$ cat src/rtl/spy_delay_sensor_pkg.sv
// Shared definitions for spy_delay_sensor: FSM encoding, result-width helper, parameter legality.
package spy_delay_sensor_pkg;

    typedef enum logic [2:0] {
        ST_IDLE,
        ST_PREP,
        ST_LAUNCH,
        ST_CAPTURE,
        ST_DECODE,
        ST_DONE
    } state_e;

    // Depth ranges over 0..num_taps inclusive.
    function automatic int depth_width(input int num_taps);
        return $clog2(num_taps + 1);
    endfunction

    function automatic bit params_legal(input int chain_len, input int tap_stride,
                                        input int settle_cycles);
        return (tap_stride > 0) && (chain_len > 0) &&
               ((chain_len % tap_stride) == 0) && (settle_cycles >= 1);
    endfunction

endpackage

$ cat src/rtl/spy_delay_stage.sv
// One inverting delay element; keep attributes stop synthesis from collapsing the chain.
// Purely combinational, no flow control.
module spy_delay_stage (
    input  logic a_i,
    output logic y_o
);

    (* keep = "true" *) logic a_k;
    (* keep = "true" *) logic y_k;

    assign a_k = a_i;
    assign y_k = ~a_k;
    assign y_o = y_k;

endmodule

$ cat src/rtl/spy_delay_sensor.sv
// Launch/capture delay sensor: n*(SETTLE_CYCLES+3) cycles per run, result held in DONE until res_ready_i.
// Optional SPY_BUBBLE_EN adds non-thermometer capture counting; otherwise res_bubbles_o is 0.
module spy_delay_sensor
    import spy_delay_sensor_pkg::*;
#(
    parameter  int CHAIN_LEN     = 64,
    parameter  int TAP_STRIDE    = 1,
    parameter  int SETTLE_CYCLES = 4,
    parameter  int SAMPLE_W      = 8,
    localparam int NUM_TAPS      = CHAIN_LEN / TAP_STRIDE,
    localparam int DEPTH_W       = depth_width(NUM_TAPS),
    localparam int SUM_W         = DEPTH_W + SAMPLE_W
) (
    input  logic                clk_i,
    input  logic                rst_i,
    input  logic                start_i,
    input  logic [SAMPLE_W-1:0] n_samples_i,
    output logic                busy_o,
    output logic                res_valid_o,
    input  logic                res_ready_i,
    output logic [SUM_W-1:0]    res_sum_o,
    output logic [DEPTH_W-1:0]  res_min_o,
    output logic [DEPTH_W-1:0]  res_max_o,
    output logic [SAMPLE_W-1:0] res_bubbles_o
);

    localparam int SET_W = $clog2(SETTLE_CYCLES + 1);

    if (!params_legal(CHAIN_LEN, TAP_STRIDE, SETTLE_CYCLES)) begin : g_param_check
        $error("spy_delay_sensor: CHAIN_LEN must be a multiple of TAP_STRIDE and SETTLE_CYCLES >= 1");
    end

    state_e              state_q;
    logic                launch_q;
    logic [NUM_TAPS-1:0] cap_q;
    logic                busy_q;
    logic                valid_q;
    logic [SAMPLE_W-1:0] n_q;
    logic [SAMPLE_W-1:0] cnt_q;
    logic [SET_W-1:0]    settle_q;
    logic [SUM_W-1:0]    sum_q;
    logic [DEPTH_W-1:0]  min_q;
    logic [DEPTH_W-1:0]  max_q;

    logic [NUM_TAPS-1:0] tap_w;
    logic [NUM_TAPS-1:0] taps;

    // Each stage owns its output net so the chain never forms a self-referencing vector.
    for (genvar i = 0; i < CHAIN_LEN; i++) begin : g_stage
        logic a;
        logic y;
        if (i == 0) begin : g_head
            assign a = launch_q;
        end else begin : g_link
            assign a = g_stage[i-1].y;
        end
        spy_delay_stage u_stage (
            .a_i (a),
            .y_o (y)
        );
        if (((i + 1) % TAP_STRIDE) == 0) begin : g_tap
            assign tap_w[(i + 1) / TAP_STRIDE - 1] = y;
        end
    end

    assign taps = tap_w;

    logic [NUM_TAPS-1:0] exp_pat;
    logic [NUM_TAPS-1:0] settled;
    logic [DEPTH_W-1:0]  depth;
    logic                run;
    logic                bubble;

    // Tap k sits after stage (k+1)*TAP_STRIDE-1; an odd stage count inverts the launch level.
    always_comb begin
        exp_pat = '0;
        depth   = '0;
        run     = 1'b1;
        bubble  = 1'b0;
        for (int k = 0; k < NUM_TAPS; k++) begin
            exp_pat[k] = launch_q ^ ((((k + 1) * TAP_STRIDE) % 2) != 0);
        end
        settled = ~(cap_q ^ exp_pat);
        for (int k = 0; k < NUM_TAPS; k++) begin
            if (!settled[k]) begin
                run = 1'b0;
            end else if (run) begin
                depth = depth + DEPTH_W'(1);
            end else begin
                bubble = 1'b1;
            end
        end
    end

    logic [SUM_W-1:0]   sum_d;
    logic [DEPTH_W-1:0] min_d;
    logic [DEPTH_W-1:0] max_d;

    assign sum_d = sum_q + SUM_W'(depth);
    assign min_d = (depth < min_q) ? depth : min_q;
    assign max_d = (depth > max_q) ? depth : max_q;

`ifdef SPY_BUBBLE_EN
    logic [SAMPLE_W-1:0] bub_q;
    logic [SAMPLE_W-1:0] bub_d;

    assign bub_d = (bubble && (bub_q != '1)) ? bub_q + SAMPLE_W'(1) : bub_q;
`else
    logic unused_bubble;
    assign unused_bubble = bubble;
`endif

    always_ff @(posedge clk_i) begin
        if (rst_i) begin
            state_q  <= ST_IDLE;
            launch_q <= 1'b0;
            cap_q    <= '0;
            busy_q   <= 1'b0;
            valid_q  <= 1'b0;
            n_q      <= '0;
            cnt_q    <= '0;
            settle_q <= '0;
            sum_q    <= '0;
            min_q    <= '0;
            max_q    <= '0;
`ifdef SPY_BUBBLE_EN
            bub_q    <= '0;
`endif
        end else begin
            unique case (state_q)
                ST_IDLE: begin
                    if (start_i) begin
                        n_q      <= (n_samples_i == '0) ? SAMPLE_W'(1) : n_samples_i;
                        cnt_q    <= '0;
                        settle_q <= '0;
                        sum_q    <= '0;
                        min_q    <= '1;
                        max_q    <= '0;
`ifdef SPY_BUBBLE_EN
                        bub_q    <= '0;
`endif
                        busy_q   <= 1'b1;
                        state_q  <= ST_PREP;
                    end
                end
                ST_PREP: begin
                    if (settle_q == SET_W'(SETTLE_CYCLES - 1)) begin
                        settle_q <= '0;
                        state_q  <= ST_LAUNCH;
                    end else begin
                        settle_q <= settle_q + SET_W'(1);
                    end
                end
                ST_LAUNCH: begin
                    launch_q <= ~launch_q;
                    state_q  <= ST_CAPTURE;
                end
                ST_CAPTURE: begin
                    cap_q   <= taps;
                    state_q <= ST_DECODE;
                end
                ST_DECODE: begin
                    sum_q <= sum_d;
                    min_q <= min_d;
                    max_q <= max_d;
`ifdef SPY_BUBBLE_EN
                    bub_q <= bub_d;
`endif
                    if (cnt_q == n_q - SAMPLE_W'(1)) begin
                        valid_q <= 1'b1;
                        state_q <= ST_DONE;
                    end else begin
                        cnt_q   <= cnt_q + SAMPLE_W'(1);
                        state_q <= ST_PREP;
                    end
                end
                ST_DONE: begin
                    if (res_ready_i) begin
                        valid_q <= 1'b0;
                        busy_q  <= 1'b0;
                        state_q <= ST_IDLE;
                    end
                end
                default: begin
                    state_q <= ST_IDLE;
                end
            endcase
        end
    end

    assign busy_o      = busy_q;
    assign res_valid_o = valid_q;
    assign res_sum_o   = sum_q;
    assign res_min_o   = min_q;
    assign res_max_o   = max_q;
`ifdef SPY_BUBBLE_EN
    assign res_bubbles_o = bub_q;
`else
    assign res_bubbles_o = '0;
`endif

endmodule
$ cat config.mk
export PLATFORM = sky130hd
export DESIGN_NAME = spy_delay_sensor
export DESIGN_NICKNAME = d
export VERILOG_FILES = /design/src/rtl/spy_delay_sensor_pkg.sv /design/src/rtl/spy_delay_stage.sv /design/src/rtl/spy_delay_sensor.sv
export SDC_FILE = /design/constraint.sdc
export NUM_CORES = 1
export LEC_CHECK = 0
export CORE_MARGIN = 2
export CORE_UTILIZATION = 60
export CTS_CLUSTER_DIAMETER = 40
export DETAILED_ROUTE_END_ITERATION = 7
export PLACE_DENSITY = 0.85
export SYNTH_ARGS = -nofsm -noshare
export SYNTH_HDL_FRONTEND = slang
export SYNTH_SLANG_ARGS = --single-unit
$ cat constraint.sdc
create_clock -name clk_i -period 11.4 [get_ports clk_i]
set_clock_uncertainty 0.15 [all_clocks]
set_input_delay 1.71 -clock clk_i [delete_from_list [all_inputs] [get_ports clk_i]]
set_output_delay 1.71 -clock clk_i [all_outputs]
set_load 0.02 [all_outputs]
* After elaboration in Yosys (flattened, before gate mapping)
Cells that the tools add are included.
** Word-level totals
- Register bits :: 118
- Output and inout port bits :: 39
- Word-level logic and storage cells :: 327
** Cells by class
- $add $sub $neg :: 67
- $lt $le $gt $ge :: 2
- Equal/unequal tests :: 14
- Muxes and demuxes :: 215
- Bitwise logic cells :: 3
- Reductions and logical operators :: 15
** Operator list (number)
- $mux 7 :: 130
- $add 7x1->7 const B :: 62
- $mux 1 :: 67
- $not 64->64 :: 1
- $xor 64x64->64 :: 1
- $pmux 15 s2 :: 1
- $pmux 7 s2 :: 2
- $mux 8 :: 3
- $mux 3 :: 6
- $pmux 3 s6 :: 1
- $reduce_and 3->1 :: 6
- $pmux 8 s2 :: 1
- $add 15x7->15 :: 1
- $mux 15 :: 1
- $ne 2x2->1 const B :: 7
- $eq 3x2->1 const B :: 3
- $add 8x1->8 const B :: 1
- $eq 8x8->1 :: 1
- $logic_not 8->1 :: 1
- $reduce_bool 2->1 :: 4
- $sub 8x1->8 const B :: 1
- $gt 7x7->1 :: 1
- $lt 7x7->1 :: 1
- $eq 3x3->1 const B :: 2
- 8 further kinds :: 11

* Logic depth before layout (Yosys ltp)
Gate-level depths: netlist of the first run.
- Depth after elaboration :: 196
- Gate-level depth with buffers :: 14

* Hierarchy
Synthesis of the first run repeated with hierarchy kept, for this count alone.
** Unflattened totals
- Cells, all modules :: 2740
- Area, all modules :: 19078.3 µm²
** By module, submodules not included
- spy_delay_sensor :: times used 1, cells each 2548, area an instance 17877.1 µm²
- spy_delay_stage :: times used 64, cells each 3, area an instance 18.8 µm²

* Least setup slack after synthesis of the first run
OpenSTA, ideal clock, no wires.
- Path type :: register to register
- Start :: register launch_q (netlist: g_stage[0].a)
- End :: register sum_q[10] (netlist: res_sum_o[10])
- Data arrival time :: 4.419 ns
- Required time :: 11.166 ns
- Setup slack :: 6.747 ns
- Cell stages (with the launch flop) :: 15
- Buffers on the path :: 1
- Period minus slack after synthesis :: 4.653 ns
- Cell sequence :: dfxtp_1 > buf_2 > inv_1 > nor2_1 > a21oi_1 > inv_1 > ha_1 > and2_1 > ha_1 > a21oi_1 > a21oi_1 > o21a_1 > or2_2 > a211o_1 > o221ai_1
** On the way
- Cells in the longest elaborated chain, start to end :: 195
- Elaborated cells between the ends (all ways) :: 258
- Those cells by class :: add/sub: 64; mux: 191; bitwise: 3
** Ends and longest elaborated chain
- start: declaration :: line spy_delay_sensor.sv:34 : logic launch_q;
- start signal: assignment :: line spy_delay_sensor.sv:155 : launch_q <= ~launch_q;
- $not 1->1 (*)
- named net g_stage[0].u_stage.y_k :: line spy_delay_stage.sv:9 : (* keep = "true" *) logic y_k;
- $xor 64x64->64 (*) :: line spy_delay_sensor.sv:83 : settled = ~(cap_q ^ exp_pat);
- $not 64->64 (*) :: line spy_delay_sensor.sv:83
- $mux 1 :: line spy_delay_sensor.sv:85 : if (!settled[k]) begin
- $add 1x1->2 :: line spy_delay_sensor.sv:88 : depth = depth + DEPTH_W'(1);
- $mux 7 :: line spy_delay_sensor.sv:87 : end else if (run) begin
- $mux 7 :: line spy_delay_sensor.sv:85
- [... 180 more ...]
- $add 7x1->7 :: line spy_delay_sensor.sv:88
- $mux 7 :: line spy_delay_sensor.sv:87
- $mux 7 :: line spy_delay_sensor.sv:85
- $add 7x1->7 :: line spy_delay_sensor.sv:88
- $mux 7 :: line spy_delay_sensor.sv:87
- $mux 7 (*) :: line spy_delay_sensor.sv:85
- $add 15x7->15 (*) :: line spy_delay_sensor.sv:99 : assign sum_d = sum_q + SUM_W'(depth);
- $pmux 15 s2 (*) :: line spy_delay_sensor.sv:130 : unique case (state_q)
- end signal: assignment :: line spy_delay_sensor.sv:163 : sum_q <= sum_d;
- end: declaration :: line spy_delay_sensor.sv:41 : logic [SUM_W-1:0] sum_q;
Mark *: on every way through the listed nets, which the timed path passes. The rest lies on a longest branch.
A chain may end at the register's enable or synchronous reset.

* Worst setup path in the final report of the first run
- Start :: input start_i
- End :: register max_q[3] (netlist: res_max_o[3])
** On the way
- Cells in the longest elaborated chain, start to end :: 2
** Ends and longest elaborated chain
- start: declaration :: line spy_delay_sensor.sv:16 : input logic start_i,
- $ne 2x2->1 (no source line)
- $reduce_and 3->1 (no source line)
- end signal: assignment :: line spy_delay_sensor.sv:165 : max_q <= max_d;
- end: declaration :: line spy_delay_sensor.sv:43 : logic [DEPTH_W-1:0] max_q;
Every way passes these cells.

==> impl_metrics.sql, run 1 <==
INSERT INTO impl_metrics (metric_group, metric, value, unit) VALUES
('sta', 'smallest_hold_slack', '0.318', 'ns'),
('power_and_ir_drop', 'vdd_ir_drop_max', '0.0702', 'mV'),
('worst_setup_path', 'required_worst_endpoint', '11.50', 'ns'),
('sta', 'slew_headroom', '0.516', ''),
('flow_run', 'maxCapViolCount', '0', ''),
('sta', 'totalNegativeSetupSlack', '0', 'ns'),
('worst_setup_path', 'cpLargestDelayFamily', 'simple AND/OR/NAND/NOR gates', ''),
('synthesis', 'cell_area_after_technology_mapping', '3000', 'µm²'),
('cts', 'cts_tree', 'yes', ''),
('cts', 'cts_repair_resize_count', '0', ''),
('sta', 'final.min_clock_period', '3.52', 'ns'),
('power_and_ir_drop', 'power_leakage', '0.00135', 'µW'),
('cts', 'clock_latency', '0.31', 'ns'),
('power_and_ir_drop', 'cell_internal_power', '245', 'µW'),
('placement', 'port_buffers', '42', ''),
('routing', 'num_vias', '2642', ''),
('cts', 'worst_setup_hold_path_clk_slew', '0.09', 'ns'),
('global_route', 'number_of_antenna_violations_at_the_first_check_in_global_routing', '0', ''),
('floorplanning', 'core', '4790', 'µm²'),
('final_layout', 'post_route_cells_drive_above_1_share', '0.0554', ''),
('global_route', 'grt-busiest-layer', 'met2', ''),
('final_layout', 'layout_commonest_cell', 'sky130_fd_sc_hd__dfxtp_1', ''),
('synthesis', 'postSynthCellCount', '366', ''),
('routing', 'drt_iter0_drc', '173', ''),
('global_route', 'grt_overflow', '0', ''),
('power_and_ir_drop', 'switching_share', '0.304', ''),
('sta', 'drv_slew', '0', ''),
('worst_setup_path', 'highest_cell_delay_on_the_worst_timing_path', '0.53', 'ns'),
('final_layout', 'layout.nets', '426', ''),
('routing', 'wl', '6.54', 'mm'),
('floorplanning', 'core.rowCount', '25', ''),
('worst_hold_path', 'hold_class', 'reg -> reg', ''),
('global_route', 'grt_util_met2', '0.372', ''),
('run_status', 'outcome', 'finished, final reports clean', ''),
('floorplanning', 'design.die.area', '5590', 'µm²'),
('cts', 'clock_tree.htree_level_count', '2', ''),
('power_and_ir_drop', 'power_frac_seq', '0.520', ''),
('synthesis', 'average_cell_area_after_synthesis', '8.20', 'µm²'),
('routing', 'ant_nets', '0', ''),
('worst_setup_path', 'timing.setup.critical_path_class', 'in -> reg', ''),
('final_layout', 'filler_cell_count', '390', ''),
('cts', 'clockRootBuffer', 'sky130_fd_sc_hd__clkbuf_8', ''),
('power_and_ir_drop', 'pwr-share-comb', '0.176', ''),
('routing', 'drt-vias-per-instance', '5.69', ''),
('routing', 'routedWlPerCell', '14.1', 'µm'),
('worst_setup_path', 'timing.critical_path.cells', 'clkdlybuf4s50_1 -> nand3b_1 -> o21ai_1 -> mux2_2 -> nor2_1', ''),
('sta', 'grt_setup_unrepaired', 'false', ''),
('final_layout', 'syn2layout_area_growth', '15.5', '%'),
('worst_setup_path', 'cp.buffers_inverters', '1', ''),
('global_route', 'grt_first_pass_wirelength', '10.3', 'mm'),
('cts', 'clock-sinks', '49', ''),
('floorplanning', 'initial_core_util', '0.627', ''),
('placement', 'place.detailed.hpwl', '4.54', 'mm'),
('global_route', 'grt_util_met3', '0.0455', ''),
('global_route', 'grtUsageMet1', '0.326', ''),
('cts', 'numCtsBuffers', '5', ''),
('floorplanning', 'die_w', '74.7', 'µm'),
('global_route', 'grt_use_total', '0.234', ''),
('cts', 'hold_buffers_post_cts', '0', ''),
('final_layout', 'mostFrequentLayoutCells', 'sky130_fd_sc_hd__dfxtp_1 (49), sky130_fd_sc_hd__nand2_1 (42), sky130_fd_sc_hd__clkdlybuf4s50_1 (42)', ''),
('synthesis', 'syn_warnings', '0', ''),
('floorplanning', 'die-height', '74.7', 'µm'),
('power_and_ir_drop', 'powerDensity', '101', 'nW/µm²'),
('routing', 'remaining_drc_errors', '0', ''),
('global_route', 'grt_max_degree', '53', ''),
('final_layout', 'diodes', '0', ''),
('worst_setup_path', 'arrival_time_worst_endpoint', '3.62', 'ns'),
('worst_setup_path', 'biggest_fanout_along_the_worst_timing_path', '15', ''),
('worst_setup_path', 'endpoint_kind', 'register', ''),
('floorplanning', 'ios', '51', ''),
('sta', 'crit_share_post_route', '0.308', '');
==> per-layer routing <==
layer  up-vias  share of wire
li1       1342              -
met1      1255           0.49
met2        40           0.47
met3         5          0.029
met4         0         0.0070
met5         -              0
==> tightest hold or removal path, cell delays in order, from the launching register on <==
cell and delay, ns:
sky130_fd_sc_hd__dfxtp_1 0.32, sky130_fd_sc_hd__nand2_1 0.05, sky130_fd_sc_hd__a21oi_1 0.06
==> registers in the layout, indices dropped and copies added (netlist names) <==
signal	cells
cnt_q	8
res_min_o	3
state_q	3
res_max_o	4
busy_o	1
res_valid_o	1
n_q	8
cap_q	2
settle_q	3
g_stage.a	1
res_sum_o	15
==> through the flow <==
step	power, µW	worst slack [ns]	util	cells
2_1_floorplan	235	8.49	-	376
5_1_grt	367	7.72	0.725	464
4_1_cts	352	7.89	0.725	464
6_report	352	7.88	0.725	464
3_3_place_gp	247	7.59	0.706	456
3_5_place_dp	249	7.54	0.706	456
==> worst paths after layout <==
path | cells after the start | from | end | slack [ns]
max | 5 | start_i | res_max_o[3] | 7.88
min | 2 | res_valid_o | res_valid_o | 0.32
max reg2reg | 12 | g_stage[0].a | res_sum_o[14] | 8.05
min reg2reg | 2 | res_valid_o | res_valid_o | 0.32
==> power by group through the flow <==
stage          Clock, µW  Sequential, µW  Combinational [µW]
2_1_floorplan          0             186                48.6
3_3_place_gp           0             187                60.0
3_5_place_dp           0             187                61.6
4_1_cts              108             183                61.8
5_1_grt              115             184                68.5
6_report             107             183                62.0
==> final cells by class <==
type | count | area (µm²) | share of cell area
well taps | 67 | 83.8 | 0.0242
clock buffers | 5 | 68.8 | 0.0198
repair buffers | 44 | 435 | 0.126
inverters | 13 | 48.8 | 0.0141
clock inverters | 3 | 21.3 | 0.00613
flip-flops and latches | 49 | 981 | 0.283
multi-input cells | 283 | 1830 | 0.527
Note: power is estimated with default switching activity, not from simulation.
==> inputs of run 2 (changes only) <==
--- a/config.mk
+++ b/config.mk
@@ -6,10 +6,10 @@
 export NUM_CORES = 1
 export LEC_CHECK = 0
 export CORE_MARGIN = 2
-export CORE_UTILIZATION = 60
+export CORE_UTILIZATION = 51
 export CTS_CLUSTER_DIAMETER = 40
 export DETAILED_ROUTE_END_ITERATION = 7
-export PLACE_DENSITY = 0.85
+export PLACE_DENSITY = 0.76
 export SYNTH_ARGS = -nofsm -noshare
 export SYNTH_HDL_FRONTEND = slang
 export SYNTH_SLANG_ARGS = --single-unit
==> constraint.sdc (replaced) <==
create_clock -name clk_i -period 3.2 [get_ports clk_i]
set_clock_uncertainty 0.15 [all_clocks]
set_input_delay 0.48 -clock clk_i [delete_from_list [all_inputs] [get_ports clk_i]]
set_output_delay 0.48 -clock clk_i [all_outputs]
set_load 0.02 [all_outputs]
==> impl_metrics.sql, run 2 (synthesized netlist as in run 1, its figures left out) <==
INSERT INTO impl_metrics (metric_group, metric, value, unit) VALUES
('final_layout', 'filler_cell_count', '498', ''),
('worst_setup_path', 'timing.setup.critical_path_class', 'reg -> reg', ''),
('cts', 'worst_setup_hold_path_clk_slew', '0.09', 'ns'),
('worst_setup_path', 'r2r_start', 'cap_q[62]', ''),
('cts', 'clock_tree.htree_level_count', '2', ''),
('placement', 'port_buffers', '42', ''),
('sta', 'crit_share_post_route', '0.933', ''),
('global_route', 'grt_use_total', '0.214', ''),
('routing', 'wl', '6.73', 'mm'),
('sta', 'drv_slew', '0', ''),
('routing', 'drt-vias-per-instance', '5.67', ''),
('sta', 'worstMarginPinSlew', '0.754', 'ns'),
('routing', 'drt_iter0_drc', '169', ''),
('global_route', 'first_global_vias', '2314', ''),
('floorplanning', 'die-height', '80.7', 'µm'),
('worst_setup_path', 'arrival_time_worst_endpoint', '3.06', 'ns'),
('final_layout', 'instances_no_fill', '473', ''),
('routing', 'ant_nets', '0', ''),
('routing', 'firstDrtPassIters', '4', ''),
('worst_hold_path', 'worstHoldStart', 'res_valid_o', ''),
('run_status', 'outcome', 'finished, final reports clean', ''),
('final_layout', 'layout_commonest_cell', 'sky130_fd_sc_hd__dfxtp_1', ''),
('floorplanning', 'initial_core_util', '0.535', ''),
('power_and_ir_drop', 'power_leakage', '0.00138', 'µW'),
('cts', 'cts_max_path_buffers', '2', ''),
('routing', 'num_vias', '2680', ''),
('final_layout', 'mostFrequentLayoutCells', 'sky130_fd_sc_hd__dfxtp_1 (47), sky130_fd_sc_hd__nand2_1 (42), sky130_fd_sc_hd__clkdlybuf4s50_1 (42)', ''),
('final_layout', 'multiInputGateArea', '1830', 'µm²'),
('placement', 'placedCellCount', '465', ''),
('floorplanning', 'design.die.area', '6520', 'µm²'),
('sta', 'final-setup-viol-count', '0', ''),
('final_layout', 'diodes', '0', ''),
('global_route', 'grt_first_pass_wirelength', '11.0', 'mm'),
('cts', 'numCtsBuffers', '5', ''),
('floorplanning', 'core', '5610', 'µm²'),
('worst_setup_path', 'required_worst_endpoint', '3.27', 'ns'),
('worst_setup_path', 'biggest_fanout_along_the_worst_timing_path', '7', ''),
('final_layout', 'final_core_utilization', '0.628', ''),
('sta', 'final.min_clock_period', '2.99', 'ns'),
('routing', 'routedWlPerCell', '14.2', 'µm'),
('placement', 'detailed_place.area', '3410', 'µm²'),
('final_layout', 'syn2layout_area_growth', '17.3', '%'),
('final_layout', 'largest_register_ffs', '15', ''),
('final_layout', 'regArea', '983', 'µm²'),
('sta', 'hold_viol', '0', ''),
('floorplanning', 'ios', '51', ''),
('worst_hold_path', 'hold_class', 'reg -> reg', ''),
('placement', 'gp_congestion', '0.806', ''),
('global_route', 'grt_overflow', '0', ''),
('power_and_ir_drop', 'powerDensity', '365', 'nW/µm²'),
('worst_setup_path', 'worstSetupStartpoint', 'cap_q[62]', ''),
('worst_setup_path', 'crit_path_launch_type', 'register', ''),
('power_and_ir_drop', 'design_power_total', '1290', 'µW'),
('final_layout', 'final_design_area_no_fill', '3520', 'µm²'),
('cts', 'hold_buffers_post_cts', '0', ''),
('sta', 'grt_setup_unrepaired', 'false', ''),
('final_layout', 'post_route_cells_drive_above_1_share', '0.0748', ''),
('placement', 'place.detailed.hpwl', '4.77', 'mm'),
('sta', 'slew_headroom', '0.496', ''),
('floorplanning', 'core.rowCount', '27', ''),
('sta', 'totalNegativeSetupSlack', '0', 'ns'),
('final_layout', 'layout.nets', '430', ''),
('flow_run', 'maxCapViolCount', '0', ''),
('global_route', 'grt_max_degree', '35', ''),
('cts', 'clock_latency', '0.31', 'ns'),
('sta', 'fmax', '335', 'MHz'),
('cts', 'cts_tree', 'yes', ''),
('routing', 'remaining_drc_errors', '0', ''),
('cts', 'clockRootBuffer', 'sky130_fd_sc_hd__clkbuf_8', ''),
('floorplanning', 'die_w', '80.7', 'µm'),
('worst_setup_path', 'endpoint_kind', 'register', ''),
('cts', 'clock-sinks', '49', ''),
('global_route', 'number_of_antenna_violations_at_the_first_check_in_global_routing', '0', ''),
('power_and_ir_drop', 'vdd_ir_drop_max', '0.294', 'mV');
-- run 2: changes by cell type in the layout (fill, tap and decap cells not counted), sizes merged --
cell / before / now
inv: 14 / 13
clkinvlp: 1 / 0
buf: 2 / 6
clkbuf: 5 / 7
-- run 2: power breakdown --
part,switching [µW],internal [µW]
logic,137,92.0
registers,25.1,627
clock network,209,196
-- run 2: stage by stage --
stage                     worst slack [ns]  hold WS [ns]
after global placement               0.249         0.300
after detailed placement             0.126         0.296
final                                0.213         0.307
after global routing                0.0185         0.342
after CTS                            0.109         0.309
after floorplan                      0.354         0.300
-- run 2: routing by layer --
layer / track usage / routed length (µm) / up-vias
met5: 0 / 0 / -
met4: 0.0695 / 74 / 0
met3: 0.0311 / 392 / 10
met2: 0.339 / 3150 / 88
met1: 0.300 / 3110 / 1243
li1: - / - / 1339
-- run 2: path summary, 6_finish.rpt --
path                         to  slack [ns]  cells after the start
setup / recovery  res_sum_o[12]        0.21                     12
hold / removal      res_valid_o        0.31                      2
setup reg to reg  res_sum_o[12]        0.21                     12
hold reg to reg     res_valid_o        0.31                      2
-- run 2: worst max-delay path: stages, from the launching register on --
cell                       delay, ns
sky130_fd_sc_hd__dfxtp_1        0.38
sky130_fd_sc_hd__nor3b_1        0.30
sky130_fd_sc_hd__a21oi_2        0.09
sky130_fd_sc_hd__inv_1          0.16
sky130_fd_sc_hd__ha_1           0.16
sky130_fd_sc_hd__and2_2         0.22
sky130_fd_sc_hd__ha_1           0.28
sky130_fd_sc_hd__a21oi_1        0.17
sky130_fd_sc_hd__a21oi_1        0.11
sky130_fd_sc_hd__o21a_1         0.21
sky130_fd_sc_hd__or2_2          0.30
sky130_fd_sc_hd__a211o_1        0.29
sky130_fd_sc_hd__o221ai_1       0.07
-- run 2: cell type report --
cell class                      instances  share of cell area
Multi-Input combinational cell        283               0.521
Sequential cell                        49               0.279
Timing Repair Buffer                   48               0.132
Clock buffer                            7              0.0273
Tap cell                               72              0.0256
Inverter                               13              0.0138
Clock inverter                          1             0.00142
-- run 2: timing repair --
item	4_1_cts	5_1_grt
buffers inserted	0	0
gates resized for setup	0	4
setup endpoints to repair	0	8
